==> src/rtl/hex_keypad_encoder.sv <==
// hex_keypad_encoder: 4x4 matrix keypad scanner with debounce and hex encode.
// Optional auto-repeat while a key stays held: define KEYPAD_REPEAT_EN.
module hex_keypad_encoder #(
  parameter int oldHz          = 50_000_000,
  parameter int scanHz         = 1_000,
  parameter int DEBOUNCE_TICKS = 4,
  parameter int REPEAT_TICKS   = 500
) (
  input  logic       Clk,
  input  logic       Reset,
  input  logic [3:0] Row_in,
  output logic [3:0] Col_out,
  output logic [3:0] Key_out,
  output logic       Key_valid,
  output logic       Key_held
);

  localparam int TP = oldHz / scanHz;
  localparam int PW = (TP > 1) ? $clog2(TP) : 1;
  localparam int CW = $clog2(DEBOUNCE_TICKS + 1);
`ifdef KEYPAD_REPEAT_EN
  localparam int RW = $clog2(REPEAT_TICKS + 1);
`endif

  localparam logic [2:0] S_SCAN     = 3'd0;
  localparam logic [2:0] S_DEBOUNCE = 3'd1;
  localparam logic [2:0] S_ACCEPT   = 3'd2;
  localparam logic [2:0] S_HELD     = 3'd3;
  localparam logic [2:0] S_RELEASE  = 3'd4;

  logic [3:0]    sync1_q, sync1_d;
  logic [3:0]    sync2_q, sync2_d;
  logic [PW-1:0] pre_q, pre_d;
  logic [2:0]    state_q, state_d;
  logic [3:0]    col_q, col_d;
  logic [1:0]    row_q, row_d;
  logic [1:0]    cidx_q, cidx_d;
  logic [CW-1:0] cnt_q, cnt_d;
  logic [3:0]    key_q, key_d;
  logic          valid_q, valid_d;
  logic          held_q, held_d;
`ifdef KEYPAD_REPEAT_EN
  logic [RW-1:0] rep_q, rep_d;
`endif

  logic       tick;
  logic       rows_idle;
  logic [1:0] win_row;
  logic       cnt_last;

  function automatic logic [1:0] low_row(input logic [3:0] rows);
    logic [1:0] r;
    r = 2'd0;
    if (!rows[0])      r = 2'd0;
    else if (!rows[1]) r = 2'd1;
    else if (!rows[2]) r = 2'd2;
    else if (!rows[3]) r = 2'd3;
    return r;
  endfunction

  function automatic logic [1:0] col_idx(input logic [3:0] col);
    logic [1:0] c;
    c = 2'd0;
    if (!col[0])      c = 2'd0;
    else if (!col[1]) c = 2'd1;
    else if (!col[2]) c = 2'd2;
    else if (!col[3]) c = 2'd3;
    return c;
  endfunction

  // Physical keypad legend, indexed {row, col}
  function automatic logic [3:0] key_map(
    input logic [1:0] r,
    input logic [1:0] c
  );
    logic [3:0] k;
    k = 4'h0;
    case ({r, c})
      4'h0: k = 4'h1;
      4'h1: k = 4'h2;
      4'h2: k = 4'h3;
      4'h3: k = 4'hA;
      4'h4: k = 4'h4;
      4'h5: k = 4'h5;
      4'h6: k = 4'h6;
      4'h7: k = 4'hB;
      4'h8: k = 4'h7;
      4'h9: k = 4'h8;
      4'hA: k = 4'h9;
      4'hB: k = 4'hC;
      4'hC: k = 4'hE;
      4'hD: k = 4'h0;
      4'hE: k = 4'hF;
      4'hF: k = 4'hD;
      default: k = 4'h0;
    endcase
    return k;
  endfunction

  assign tick      = (pre_q == PW'(TP - 1));
  assign rows_idle = (sync2_q == 4'hF);
  assign win_row   = low_row(sync2_q);
  assign cnt_last  = (cnt_q == CW'(DEBOUNCE_TICKS - 1));

  always_comb begin
    sync1_d = Row_in;
    sync2_d = sync1_q;
    pre_d   = tick ? '0 : pre_q + 1'b1;
    state_d = state_q;
    col_d   = col_q;
    row_d   = row_q;
    cidx_d  = cidx_q;
    cnt_d   = cnt_q;
    key_d   = key_q;
    valid_d = 1'b0;
    held_d  = held_q;
`ifdef KEYPAD_REPEAT_EN
    rep_d   = rep_q;
`endif
    case (state_q)
      S_SCAN: begin
        if (tick) begin
          if (rows_idle) begin
            col_d = {col_q[2:0], col_q[3]};
          end else begin
            row_d  = win_row;
            cidx_d = col_idx(col_q);
            cnt_d  = CW'(1);
            if (DEBOUNCE_TICKS == 1) state_d = S_ACCEPT;
            else                     state_d = S_DEBOUNCE;
          end
        end
      end
      S_DEBOUNCE: begin
        if (tick) begin
          if (!rows_idle && (win_row == row_q)) begin
            cnt_d = cnt_q + 1'b1;
            if (cnt_last) state_d = S_ACCEPT;
          end else begin
            cnt_d   = '0;
            state_d = S_SCAN;
          end
        end
      end
      S_ACCEPT: begin
        key_d   = key_map(row_q, cidx_q);
        valid_d = 1'b1;
        held_d  = 1'b1;
        cnt_d   = '0;
        state_d = S_HELD;
`ifdef KEYPAD_REPEAT_EN
        rep_d   = '0;
`endif
      end
      S_HELD: begin
        if (tick && rows_idle) begin
          if (DEBOUNCE_TICKS == 1) begin
            cnt_d   = '0;
            held_d  = 1'b0;
            state_d = S_SCAN;
          end else begin
            cnt_d   = CW'(1);
            state_d = S_RELEASE;
          end
        end
`ifdef KEYPAD_REPEAT_EN
        else if (tick) begin
          if (rep_q == RW'(REPEAT_TICKS - 1)) begin
            rep_d   = '0;
            valid_d = ~valid_q;
          end else begin
            rep_d = rep_q + 1'b1;
          end
        end
`endif
      end
      S_RELEASE: begin
        if (tick) begin
          if (rows_idle) begin
            cnt_d = cnt_q + 1'b1;
            if (cnt_last) begin
              cnt_d   = '0;
              held_d  = 1'b0;
              state_d = S_SCAN;
            end
          end else begin
            // bounce: back to HELD, key already reported
            cnt_d   = '0;
            state_d = S_HELD;
`ifdef KEYPAD_REPEAT_EN
            rep_d   = '0;
`endif
          end
        end
      end
      default: begin
        cnt_d   = '0;
        held_d  = 1'b0;
        state_d = S_SCAN;
      end
    endcase
  end

  always_ff @(posedge Clk) begin
    if (Reset) begin
      sync1_q <= 4'hF;
      sync2_q <= 4'hF;
      pre_q   <= '0;
      state_q <= S_SCAN;
      col_q   <= 4'b1110;
      row_q   <= 2'd0;
      cidx_q  <= 2'd0;
      cnt_q   <= '0;
      key_q   <= 4'h0;
      valid_q <= 1'b0;
      held_q  <= 1'b0;
`ifdef KEYPAD_REPEAT_EN
      rep_q   <= '0;
`endif
    end else begin
      sync1_q <= sync1_d;
      sync2_q <= sync2_d;
      pre_q   <= pre_d;
      state_q <= state_d;
      col_q   <= col_d;
      row_q   <= row_d;
      cidx_q  <= cidx_d;
      cnt_q   <= cnt_d;
      key_q   <= key_d;
      valid_q <= valid_d;
      held_q  <= held_d;
`ifdef KEYPAD_REPEAT_EN
      rep_q   <= rep_d;
`endif
    end
  end

  assign Col_out   = col_q;
  assign Key_out   = key_q;
  assign Key_valid = valid_q;
  assign Key_held  = held_q;

endmodule

==> config.mk <==
export PLATFORM = sky130hd
export DESIGN_NAME = hex_keypad_encoder
export DESIGN_NICKNAME = d
export VERILOG_FILES = /design/src/rtl/hex_keypad_encoder.sv
export SDC_FILE = /design/constraint.sdc
export NUM_CORES = 1
export LEC_CHECK = 0
export CAP_MARGIN = 0
export CORE_AREA = 2 2 69 71
export CTS_CLUSTER_DIAMETER = 80
export DETAILED_ROUTE_END_ITERATION = 10
export DIE_AREA = 0 0 71 73
export GPL_ROUTABILITY_DRIVEN = 0
export PLACE_DENSITY = 0.68
export SYNTH_ARGS = -nofsm -noshare
export SYNTH_HDL_FRONTEND = slang
export SYNTH_SLANG_ARGS = --single-unit
==> constraint.sdc <==
create_clock -name Clk -period 2.06 [get_ports Clk]
set_input_delay 0.206 -clock Clk [delete_from_list [all_inputs] [get_ports Clk]]
set_output_delay 0.206 -clock Clk [all_outputs]
set_load 0.05 [all_outputs]
# Word-level counts from Yosys, hierarchy flattened
# Memory sizes are Yosys's and may differ from the RTL's. A register that Yosys moved wholly into a read port is not among the register bits.
# Index checks and enable logic that the tools add are counted.
# word_totals
output_inout_bits	10
memories	1
rom_bits	64
wordCells	73
regBits	40
# mem_list
memory	depth	width	read_ports	rd_ports_with_merged_regs	write_ports	line_no	rtl
(no name shown)	16	4	1	1	0	78	case ({r, c})
# op_classes
eq_ne	17
reduce_logical	11
muxes	30
bitwise	2
addsub	2
# ops
operator	count
$mux 3	15
$add 16x1->16 const B	1
$eq 16x16->1 const B	1
$mux 2	8
$pmux 3 s5	1
$ne 2x2->1 const B	7
$pmux 3 s4	1
$eq 3x2->1 const B	3
$reduce_and 7->1	1
$ne 3x3->1 const B	2
$reduce_and 3->1	2
$reduce_and 5->1	1
$eq 4x4->1 const B	1
$mux 1	4
$reduce_and 4->1	1
$add 3x1->3 const B	1
$eq 3x1->1 const B	1
$eq 3x3->1 const B	1
$logic_not 3->1	1
$pmux 1 s3	1
$reduce_or 3->1	1
$eq 2x2->1	1
$logic_and 1x1->1	2
$not 1->1	2
other kinds (2)	2

# Logic depth before layout (Yosys ltp)
# depth
ltp_word	9
mapped_depth	7
depth_no_buf	7

# Worst setup path before layout
# Ideal clock, no wire load.
# synth_path
path_type	register to register
from	reg pre_q[0]
to	reg state_q[0]
path_stages_with_launch	8
period_less_slack_ps	1856
path_buffers	0
setup_ps	121
path_slack_ps	204
t_arrival_ps	1734
path_cell_list	dfxtp_1 > ha_1 > nand3_1 > nand4b_4 > a21oi_2 > o221a_4 > and2b_4 > mux2_4
# synth_between
elab_chain_cells	4
elab_cells_between_ends	7
classes_between	eq/ne (5); reduce/logical (2)
# synth_lines
element	line_no	rtl
from (decl)	33	logic [PW-1:0] pre_q, pre_d;
from (signal assigned)	223	pre_q <= pre_d;
$eq 16x16->1 *	100	assign tick = (pre_q == PW'(TP - 1));
$logic_and 1x1->1	156	if (tick && rows_idle) begin
$ne 2x2->1 (no source line)	n/a	
$reduce_and 7->1 (no source line) *	n/a	
to (signal assigned)	224	state_q <= state_d;
to (decl)	34	logic [2:0] state_q, state_d;
# Every way passes the cells marked *; elsewhere a longest branch is shown, timed or not.
# A chain may end at the register's enable or synchronous reset.

# Final worst setup path
# Ends and elaborated chain as after synthesis.

==> metrics.yaml <==
final_layout:
  multiInputGateArea_um2: 1180
  area_growth_pct: 17.6
  final_nets: 276
  register_area_um2: 881
  n_antenna_cell: 0
  fillCellCount: 391
  drive_above_1_share: 0.156
  stdcell_count: 316
synthesis:
  synth_ff_type: "dfxtp_1"
  yosys.area.top_type: "dfxtp_1"
  synth.avg_cell_area_um2: 9.16
  synth.most_common_cell: "dfxtp_1"
  syn_area_um2: 2150
  yosys_warnings: 0
  ys_top_cells_by_area: "dfxtp_1, nor2_1, ha_1, a21oi_1, xor2_1"
  synth_nets: 250
  synthCells: 235
  synth.yosys.seq_area_share: 0.409
  synth-edff-count: 0
  synth_commonest_cells: "dfxtp_1, nor2_1, a21oi_1"
  synth_cell_types: 43
  synth_top_cell_area_share: 0.409
  ys_seq_elements: 44
  async_flop_share: 0
floorplanning:
  die_area_um2: 5180
  start_util: 0.474
  fp-row-count: 25
  core-area_um2: 4540
  ios: 16
  die_w_um: 71
  die_h_um: 73
min_path:
  hold_class: "flip-flop to flip-flop"
  holdPathEnd: "sync2_q[0]$_SDFF_PP1_"
  hold_depth: 1
  min_from: "sync1_q[0]$_SDFF_PP1_"
setup_path:
  timing.rr.end: "state_q[0]$_SDFFE_PP0P_"
  cp-end-kind: "flip-flop"
  r2r_start: "pre_q[0]$_SDFF_PP0_"
  cpMaxStageDelayCell: "dfxtp_1"
  ff2ff_path_depth: 7
  cp_cell_sequence: "ha_1, nand3_1, nand4b_4, a21oi_2, o221a_4, and2b_4, mux2_4"
  required_ps: 2240
  setup.worst_path.class: "flip-flop to flip-flop"
  cp_top_family: "simple AND/OR/NAND/NOR gates"
  max_stage_delay_ps: 370
  cp_num_buf_inv: 0
  crit_path_start_kind: "flip-flop"
  r2r_setup_slack_ps: 150
  arrival_ps: 2100
  path_max_fanout: 6
power_and_ir_drop:
  power_leakage_nw: 0.951
  peakVddDrop_v: 0.000418
  power_density_nw_per_um2: 629
cts:
  worstSkewPairLatency_ps: 290
  numCtsBuffers: 5
  clk_pin_slew_worst_paths_ps: 80
  cts_sinks: 44
  cts_hold_buf: 0
  ctsLongestPathBuffers: 2
  tritoncts: "done"
  cts-root-buf: "clkbuf_8"
  htree_num_levels: 2
outcome:
  run_status: "finished clean"
route:
  drt_first_pass_iters: 4
  vias_per_cell: 5.12
  drt_first_iter_violations: 107
  ant_nets: 0
  wire_per_inst_um: 11.4
  routed_wl_um: 3600
  drc: 0
  num_vias: 1619
sta:
  finalSetupViolCount: 0
  fin_tns_setup_ps: 0
  period_needed_ps: 1910
  hold_violations: 0
  rsz0062_at_grt: "no"
  worst_slack_ps: 149
  clock.fmax_mhz: 523
  timing.final.crit_share: 0.928
  maxSlewHeadroom: 0.673
  hold_ws_ps: 410
  maxSlewViolCount: 0
  worst_slew_pin_slew_ps: 489
  fin_worst_skew_ps: 6.71
placed_design:
  place_inst: 306
  dp_hpwl_um: 2660
  port_buffers: 15
  preCtsSetupSlack_ps: 137
global_route:
  grt_pass1_wl_um: 6420
  gr-total-overflow: 0
  grt_pass1_vias: 1426
  antenna_found_initial: 0
  grt_start_max_net_pins: 22
  grtUsageTotal: 0.154
run:
  max_cap_violations: 0
[worst max path at each step]
stage	cells after the start	to	startpoint	slack [ps]
floorplan	7	state_q[0]$_SDFFE_PP0P_	pre_q[0]$_SDFF_PP0_	200
global placement	7	state_q[0]$_SDFFE_PP0P_	pre_q[0]$_SDFF_PP0_	200
detailed placement	7	state_q[0]$_SDFFE_PP0P_	pre_q[0]$_SDFF_PP0_	140
CTS	7	state_q[0]$_SDFFE_PP0P_	pre_q[0]$_SDFF_PP0_	130
global route	7	state_q[0]$_SDFFE_PP0P_	pre_q[0]$_SDFF_PP0_	20
finish	7	state_q[0]$_SDFFE_PP0P_	pre_q[0]$_SDFF_PP0_	150
[sequential cells by signal (all words and copies together) (netlist names), 2 cells and up]
signal,flops
Col_out,4
Key_out,4
cidx_q,2
cnt_q,3
pre_q,16
row_q,2
state_q,3
sync1_q,4
sync2_q,4
[layer usage]
metal  routed length, um  share of wire  global-route usage
met1                1810           0.50               0.207
met2                1630           0.45               0.249
met3                 117          0.033              0.0331
met4                  39          0.011              0.0503
met5                   0              0                   0
[cells by family after synthesis]
group,count (synthesis),synth area share
mux,8,0.0471
buf+inv,21,0.0413
flops,44,0.409
fa+ha+maj,9,0.0523
compound gates,37,0.121
simple gates,102,0.272
xor+xnor,14,0.0570
[layout make-up]
cell class,instances,share of cell area
clock inverter,3,0.0168
sequential,44,0.348
timing repair buffer,27,0.0949
clock buffer,5,0.0272
multi-input combinational,170,0.467
tap,54,0.0267
inverter,13,0.0193
[where the power goes]
part	internal [mW]	total [mW]	leakage (nW)	switching (mW)
sequential	0.864	0.873	0.357	0.00878
combinational	0.0353	0.0776	0.539	0.0424
clock	0.359	0.642	0.0541	0.284
total	1.26	1.59	0.951	0.335
[repair_timing]
action | in CTS | in global routing
endpoints found under the hold margin | 0 | 0
resized for setup | 0 | 0
setup buffers | 0 | 2
endpoints found under the setup margin | 0 | 1
[placed cells by master, fill, tap and decap left out, types with 7 or more instances in the layout]
| master | count |
|---|---|
| a21oi_1 | 15 |
| buf_4 | 12 |
| clkdlybuf4s50_1 | 15 |
| dfxtp_1 | 44 |
| ha_1 | 9 |
| inv_1 | 13 |
| nand2_1 | 11 |
| nand2b_1 | 7 |
| nand3_1 | 10 |
| nor2_1 | 37 |
| or2_2 | 9 |
| xor2_1 | 8 |
[through the flow]
stage                     instance area, um2  total power [mW]   util
after global routing                    2530              1.66  0.558
after global placement                  2400             0.970  0.530
final                                   2530              1.59  0.558
after CTS                               2520              1.61  0.555
after detailed placement                2400             0.970  0.530
after floorplan                         2150             0.942      -
Note: power is estimated with default switching activity, not from simulation.
